### config.mk
export PLATFORM = sky130hd
export DESIGN_NAME = hpdcache_mem_refill_responder
export DESIGN_NICKNAME = d
export VERILOG_FILES = /design/src/rtl/hpdcache_mem_refill_responder.sv
export SDC_FILE = /design/constraint.sdc
export NUM_CORES = 1
export LEC_CHECK = 0
export ABC_AREA = 1
export CAP_MARGIN = 20
export CELL_PAD_IN_SITES_DETAIL_PLACEMENT = 0
export CELL_PAD_IN_SITES_GLOBAL_PLACEMENT = 1
export CORE_MARGIN = 1
export CORE_UTILIZATION = 37
export DETAILED_ROUTE_END_ITERATION = 10
export GPL_TIMING_DRIVEN = 1
export PLACE_DENSITY_LB_ADDON = 0.12
export SYNTH_ARGS = -nofsm -noshare
export SYNTH_HDL_FRONTEND = slang
export SYNTH_SLANG_ARGS = --single-unit
### constraint.sdc
create_clock -name clk_i -period 5.2 [get_ports clk_i]
set_clock_uncertainty 0.2 [all_clocks]
set_input_delay 1.56 -clock clk_i [delete_from_list [all_inputs] [get_ports clk_i]]
set_output_delay 1.56 -clock clk_i [all_outputs]
set_load 0.03 [all_outputs]
### src/rtl/hpdcache_mem_refill_responder.sv
`timescale 1ns/1ps
// Refill responder: queues cache-line read requests and returns each line beat by beat from a
// backing store with a fixed 1-cycle read latency. Optional macro HPDCACHE_REFILL_CRITICAL_WORD_FIRST_EN.
module hpdcache_mem_refill_responder #(
  parameter int unsigned PA_WIDTH       = 56,
  parameter int unsigned ID_WIDTH       = 4,
  parameter int unsigned BEAT_WIDTH     = 64,
  parameter int unsigned CL_BEATS       = 2,
  parameter int unsigned REQ_FIFO_DEPTH = 2
) (
  input  logic                                         clk_i,
  input  logic                                         rst_i,
  input  logic                                         mem_req_valid_i,
  output logic                                         mem_req_ready_o,
  input  logic [PA_WIDTH-1:0]                          mem_req_addr_i,
  input  logic [ID_WIDTH-1:0]                          mem_req_id_i,
  output logic                                         ram_req_o,
  output logic [PA_WIDTH-$clog2(BEAT_WIDTH/8)-1:0]     ram_addr_o,
  input  logic [BEAT_WIDTH-1:0]                        ram_rdata_i,
  input  logic                                         ram_error_i,
  output logic                                         mem_resp_valid_o,
  input  logic                                         mem_resp_ready_i,
  output logic [BEAT_WIDTH-1:0]                        mem_resp_data_o,
  output logic [ID_WIDTH-1:0]                          mem_resp_id_o,
  output logic                                         mem_resp_last_o,
  output logic                                         mem_resp_error_o
);

  localparam int unsigned BYTE_OFF_W = $clog2(BEAT_WIDTH / 8);
  localparam int unsigned BEAT_IDX_W = $clog2(CL_BEATS);
  localparam int unsigned LINE_W     = PA_WIDTH - BYTE_OFF_W - BEAT_IDX_W;
  localparam int unsigned PTR_W      = (REQ_FIFO_DEPTH > 1) ? $clog2(REQ_FIFO_DEPTH) : 1;
  localparam int unsigned CNT_W      = $clog2(REQ_FIFO_DEPTH + 1);

  typedef enum logic [1:0] {IDLE, RD, RSP} state_e;

  typedef struct packed {
    logic [LINE_W-1:0]     line;
    logic [BEAT_IDX_W-1:0] off;
    logic [ID_WIDTH-1:0]   id;
  } req_t;

  state_e                state_q, state_d;
  req_t                  fifo_q [REQ_FIFO_DEPTH];
  req_t                  push_entry, head;
  logic [PTR_W-1:0]      wr_ptr_q, rd_ptr_q;
  logic [CNT_W-1:0]      count_q;
  logic                  fifo_full, fifo_empty, push, pop;
  logic [LINE_W-1:0]     cur_line_q;
  logic [BEAT_IDX_W-1:0] cur_start_q, beat_cnt_q, first_idx;
  logic [ID_WIDTH-1:0]   cur_id_q;
  logic [BEAT_WIDTH-1:0] rdata_q;
  logic                  err_q, beat_last;
  logic                  unused_byte_off;

  function automatic logic [PTR_W-1:0] ptr_inc(input logic [PTR_W-1:0] p);
    return (p == PTR_W'(REQ_FIFO_DEPTH - 1)) ? '0 : p + 1'b1;
  endfunction

  assign unused_byte_off = ^mem_req_addr_i[BYTE_OFF_W-1:0];

  assign fifo_full       = (count_q == CNT_W'(REQ_FIFO_DEPTH));
  assign fifo_empty      = (count_q == '0);
  assign mem_req_ready_o = !fifo_full && !rst_i;
  assign push            = mem_req_valid_i && mem_req_ready_o;
  assign push_entry      = '{line: mem_req_addr_i[PA_WIDTH-1 -: LINE_W],
                             off:  mem_req_addr_i[BYTE_OFF_W +: BEAT_IDX_W],
                             id:   mem_req_id_i};
  assign head            = fifo_q[rd_ptr_q];

`ifdef HPDCACHE_REFILL_CRITICAL_WORD_FIRST_EN
  assign first_idx = head.off;
`else
  assign first_idx = '0;
`endif

  // Beat count is relative to the first beat, so the wrap and the last marker work for any start index.
  assign beat_last = (beat_cnt_q == BEAT_IDX_W'(CL_BEATS - 1));

  always_comb begin
    state_d = state_q;
    pop     = 1'b0;
    case (state_q)
      IDLE: if (!fifo_empty) begin
        pop     = 1'b1;
        state_d = RD;
      end
      RD:  state_d = RSP;
      RSP: if (mem_resp_ready_i) state_d = beat_last ? IDLE : RD;
      default: state_d = IDLE;
    endcase
  end

  always_ff @(posedge clk_i) begin
    if (rst_i) begin
      state_q    <= IDLE;
      wr_ptr_q   <= '0;
      rd_ptr_q   <= '0;
      count_q    <= '0;
      beat_cnt_q <= '0;
      err_q      <= 1'b0;
    end else begin
      state_q <= state_d;
      if (push) wr_ptr_q <= ptr_inc(wr_ptr_q);
      if (pop)  rd_ptr_q <= ptr_inc(rd_ptr_q);
      if (push && !pop)      count_q <= count_q + 1'b1;
      else if (!push && pop) count_q <= count_q - 1'b1;
      if (pop) begin
        beat_cnt_q <= '0;
        err_q      <= 1'b0;
      end
      if (state_q == RD) err_q <= err_q | ram_error_i;
      if (state_q == RSP && mem_resp_ready_i && !beat_last) beat_cnt_q <= beat_cnt_q + 1'b1;
    end
  end

  always_ff @(posedge clk_i) begin
    if (push) fifo_q[wr_ptr_q] <= push_entry;
    if (pop) begin
      cur_line_q  <= head.line;
      cur_start_q <= first_idx;
      cur_id_q    <= head.id;
    end
    if (state_q == RD) rdata_q <= ram_rdata_i;
  end

  assign ram_req_o        = (state_q == RD) && !rst_i;
  assign ram_addr_o       = {cur_line_q, cur_start_q + beat_cnt_q};
  assign mem_resp_valid_o = (state_q == RSP) && !rst_i;
  assign mem_resp_data_o  = rdata_q;
  assign mem_resp_id_o    = cur_id_q;
  assign mem_resp_last_o  = mem_resp_valid_o && beat_last;
  assign mem_resp_error_o = mem_resp_valid_o && err_q;

endmodule

==> impl_metrics.json <==
{
  "outcome": "finished clean",
  "max_cap_viol_count": 0,
  "die_y_um": 149.8,
  "fin_cells": 1039,
  "pwr_density_cell_mw_per_mm2": 555.3,
  "synth_warnings": 0,
  "grt_usage_pct": 15.27,
  "final_hold_viol_count": 0,
  "synth_cells": 478,
  "synth_area_leaders": "edfxtp_1 86%, nand2_1 8.4%, dfxtp_1 2.0%",
  "num_rows": 53,
  "hold_ws_ns": 0.2734,
  "nets": 880,
  "clockRootBuffer": "clkbuf_16",
  "routed_wl_mm": 16.85,
  "cts_setup_buffers": 0,
  "grt_antenna_before_repair": 0,
  "layout-drive-gt1-share_pct": 5.759,
  "area_delta_synth_final_pct": 44.24,
  "gp_congestion": 0.6965,
  "antennaDiodeCount": 0,
  "finalCritPeriodShare_pct": 94.75,
  "most-common-layout-cells": "250 x clkdlybuf4s50_1, 232 x edfxtp_1, 181 x nand2_1",
  "layout_commonest_cell": "clkdlybuf4s50_1",
  "path_class": "primary input to primary output",
  "grt.overflow.total": 0,
  "cts_buffer_depth": 3,
  "htreeDepth": 1,
  "grt_max_degree": 67,
  "crit_required_ns": 3.44,
  "cts_tree": "yes",
  "slew_viol_final": 0,
  "pin_count": 255,
  "path_clk_slew_ns": 0.06,
  "fillers": 1736,
  "p_leak_uw": 0.004205,
  "syn_nets": 608,
  "cts-buffers-inserted": 25,
  "ys_types": 15,
  "slew_headroom_pct": 45.60,
  "clock_sinks": 240,
  "avgSynthCellArea_sq_um": 16.90,
  "period_minus_slack_ns": 4.927,
  "drc": 0,
  "clk-insertion-delay-late_ns": 0.50,
  "setup_violations": 0,
  "synth.largest_area_cell": "edfxtp_1",
  "die_area_sq_mm": 0.02243,
  "num_vias": 4637,
  "die_w_um": 149.8,
  "cts_resized": 0,
  "start_util_pct": 38.08,
  "synth_top_area_share_pct": 86.22,
  "drtAntennaViolNets": 0,
  "portBuffers": 250,
  "first_pass_iters": 4,
  "fmax_ghz": 0.2030,
  "ys_seq_area_share_pct": 88.20,
  "critPathLaunchType": "primary input",
  "min_path_type": "register to register",
  "grt_pass1_wl_mm": 25.81,
  "ir_worst_vdd_v": 0.0002967,
  "dp.cells": 997,
  "dp_hpwl_mm": 10.85,
  "grt_pass1_vias": 4852,
  "rsz0062_at_grt": "false",
  "postCtsHoldBufs": 0,
  "avgViaCountPerCell": 4.463,
  "cp.arrival_ns": 3.17,
  "cp_max_fo": 2,
  "netlist_area_sq_mm": 0.008080,
  "power_uw": 6472,
  "detail_route.wl_per_cell_um": 16.22,
  "finalSetupTns_ns": 0,
  "end_kind": "primary output",
  "worst_pin_slew_ns": 0.8160,
  "core_area_sq_mm": 0.02122,
  "first_iter_violations": 146,
  "synth_seq_cells": 240
}
## critical path, stage by stage
cell and delay [ns]:
clkdlybuf4s50_1 0.45, nor2_1 0.19, inv_1 0.09, nor2_1 0.17, clkdlybuf4s50_1 0.71
## cells in the mapped netlist
| library cell | count |
|---|---|
| dfxtp_1 | 8 |
| inv_1 | 16 |
| buf_2 | 10 |
| ha_1 | 1 |
| inv_2 | 1 |
| o21ai_2 | 1 |
| a21oi_1 | 5 |
| nand3_1 | 2 |
| o21a_1 | 1 |
| nand4_1 | 3 |
| buf_4 | 3 |
| nand2_1 | 181 |
| o21ai_0 | 2 |
| edfxtp_1 | 232 |
| nor2_1 | 12 |
## layout make-up
class	instances	area, sq um	area share, %
sequential	240	7128	61.16
timing repair buffer	258	2600	22.31
multi-input combinational	208	824.5	7.075
clock buffer	30	644.4	5.529
tap	275	344.1	2.952
inverter	17	63.81	0.5475
clock inverter	11	50.05	0.4294
## power by group
part	leakage [uW]	switching, uW	internal [uW]	total, uW
Combinational	0.00165	1340	735	2070
Clock	0.000341	674	872	1550
Sequential	0.00221	134	2720	2860
## kinds of logic after synthesis
group                    after synthesis  share of synthesized area, %
AO/OA/AOI/OAI                          9                        0.6349
adder cells (fa/ha/maj)                1                        0.1548
buffers and inverters                 30                         1.688
flip-flops                           240                         88.20
AND/OR/NAND/NOR                      198                         9.322
## state kept, by name, summed over array words and instances (netlist names)
| register | cells |
|---|---|
| cur_line_q | 52 |
| count_q | 2 |
| mem_resp_id_o | 4 |
| mem_resp_data_o | 64 |
| rd_ptr_q | 1 |
| err_q | 1 |
| fifo_q | 112 |
| beat_cnt_q | 1 |
| wr_ptr_q | 1 |
| state_q | 2 |
## path summary, 6_finish.rpt
| check | cells after the start | slack [ns] | end | from |
|---|---|---|---|---|
| setup reg to reg | 5 | 3.06 | fifo_q[0][53] | count_q[0] |
| setup / recovery | 5 | 0.27 | mem_resp_last_o | rst_i |
| hold reg to reg | 2 | 0.27 | err_q | err_q |
| hold / removal | 2 | 0.27 | err_q | err_q |
## per-stage QoR
| stage | area (sq um) | utilization [%] | setup WS [ns] |
|---|---|---|---|
| global placement | 10940 | 51.56 | 0.2654 |
| CTS | 11630 | 54.83 | 0.2466 |
| finish | 11650 | 54.92 | 0.2732 |
| floorplan | 8080 | - | 0.3468 |
| detailed placement | 10940 | 51.56 | 0.2660 |
| global route | 11650 | 54.92 | 0.1997 |
## layer usage
layer  track usage [%]  part of all wire (%)  wire, um  up-vias
met5                 0                     0         0        -
met1             17.54                    37      6277     2186
li1                  -                     -         -     2221
met4             4.848                   2.1       358        0
met3             6.860                    12      2015       30
met2             25.42                    49      8201      200
(Power assumes the default switching activity.)
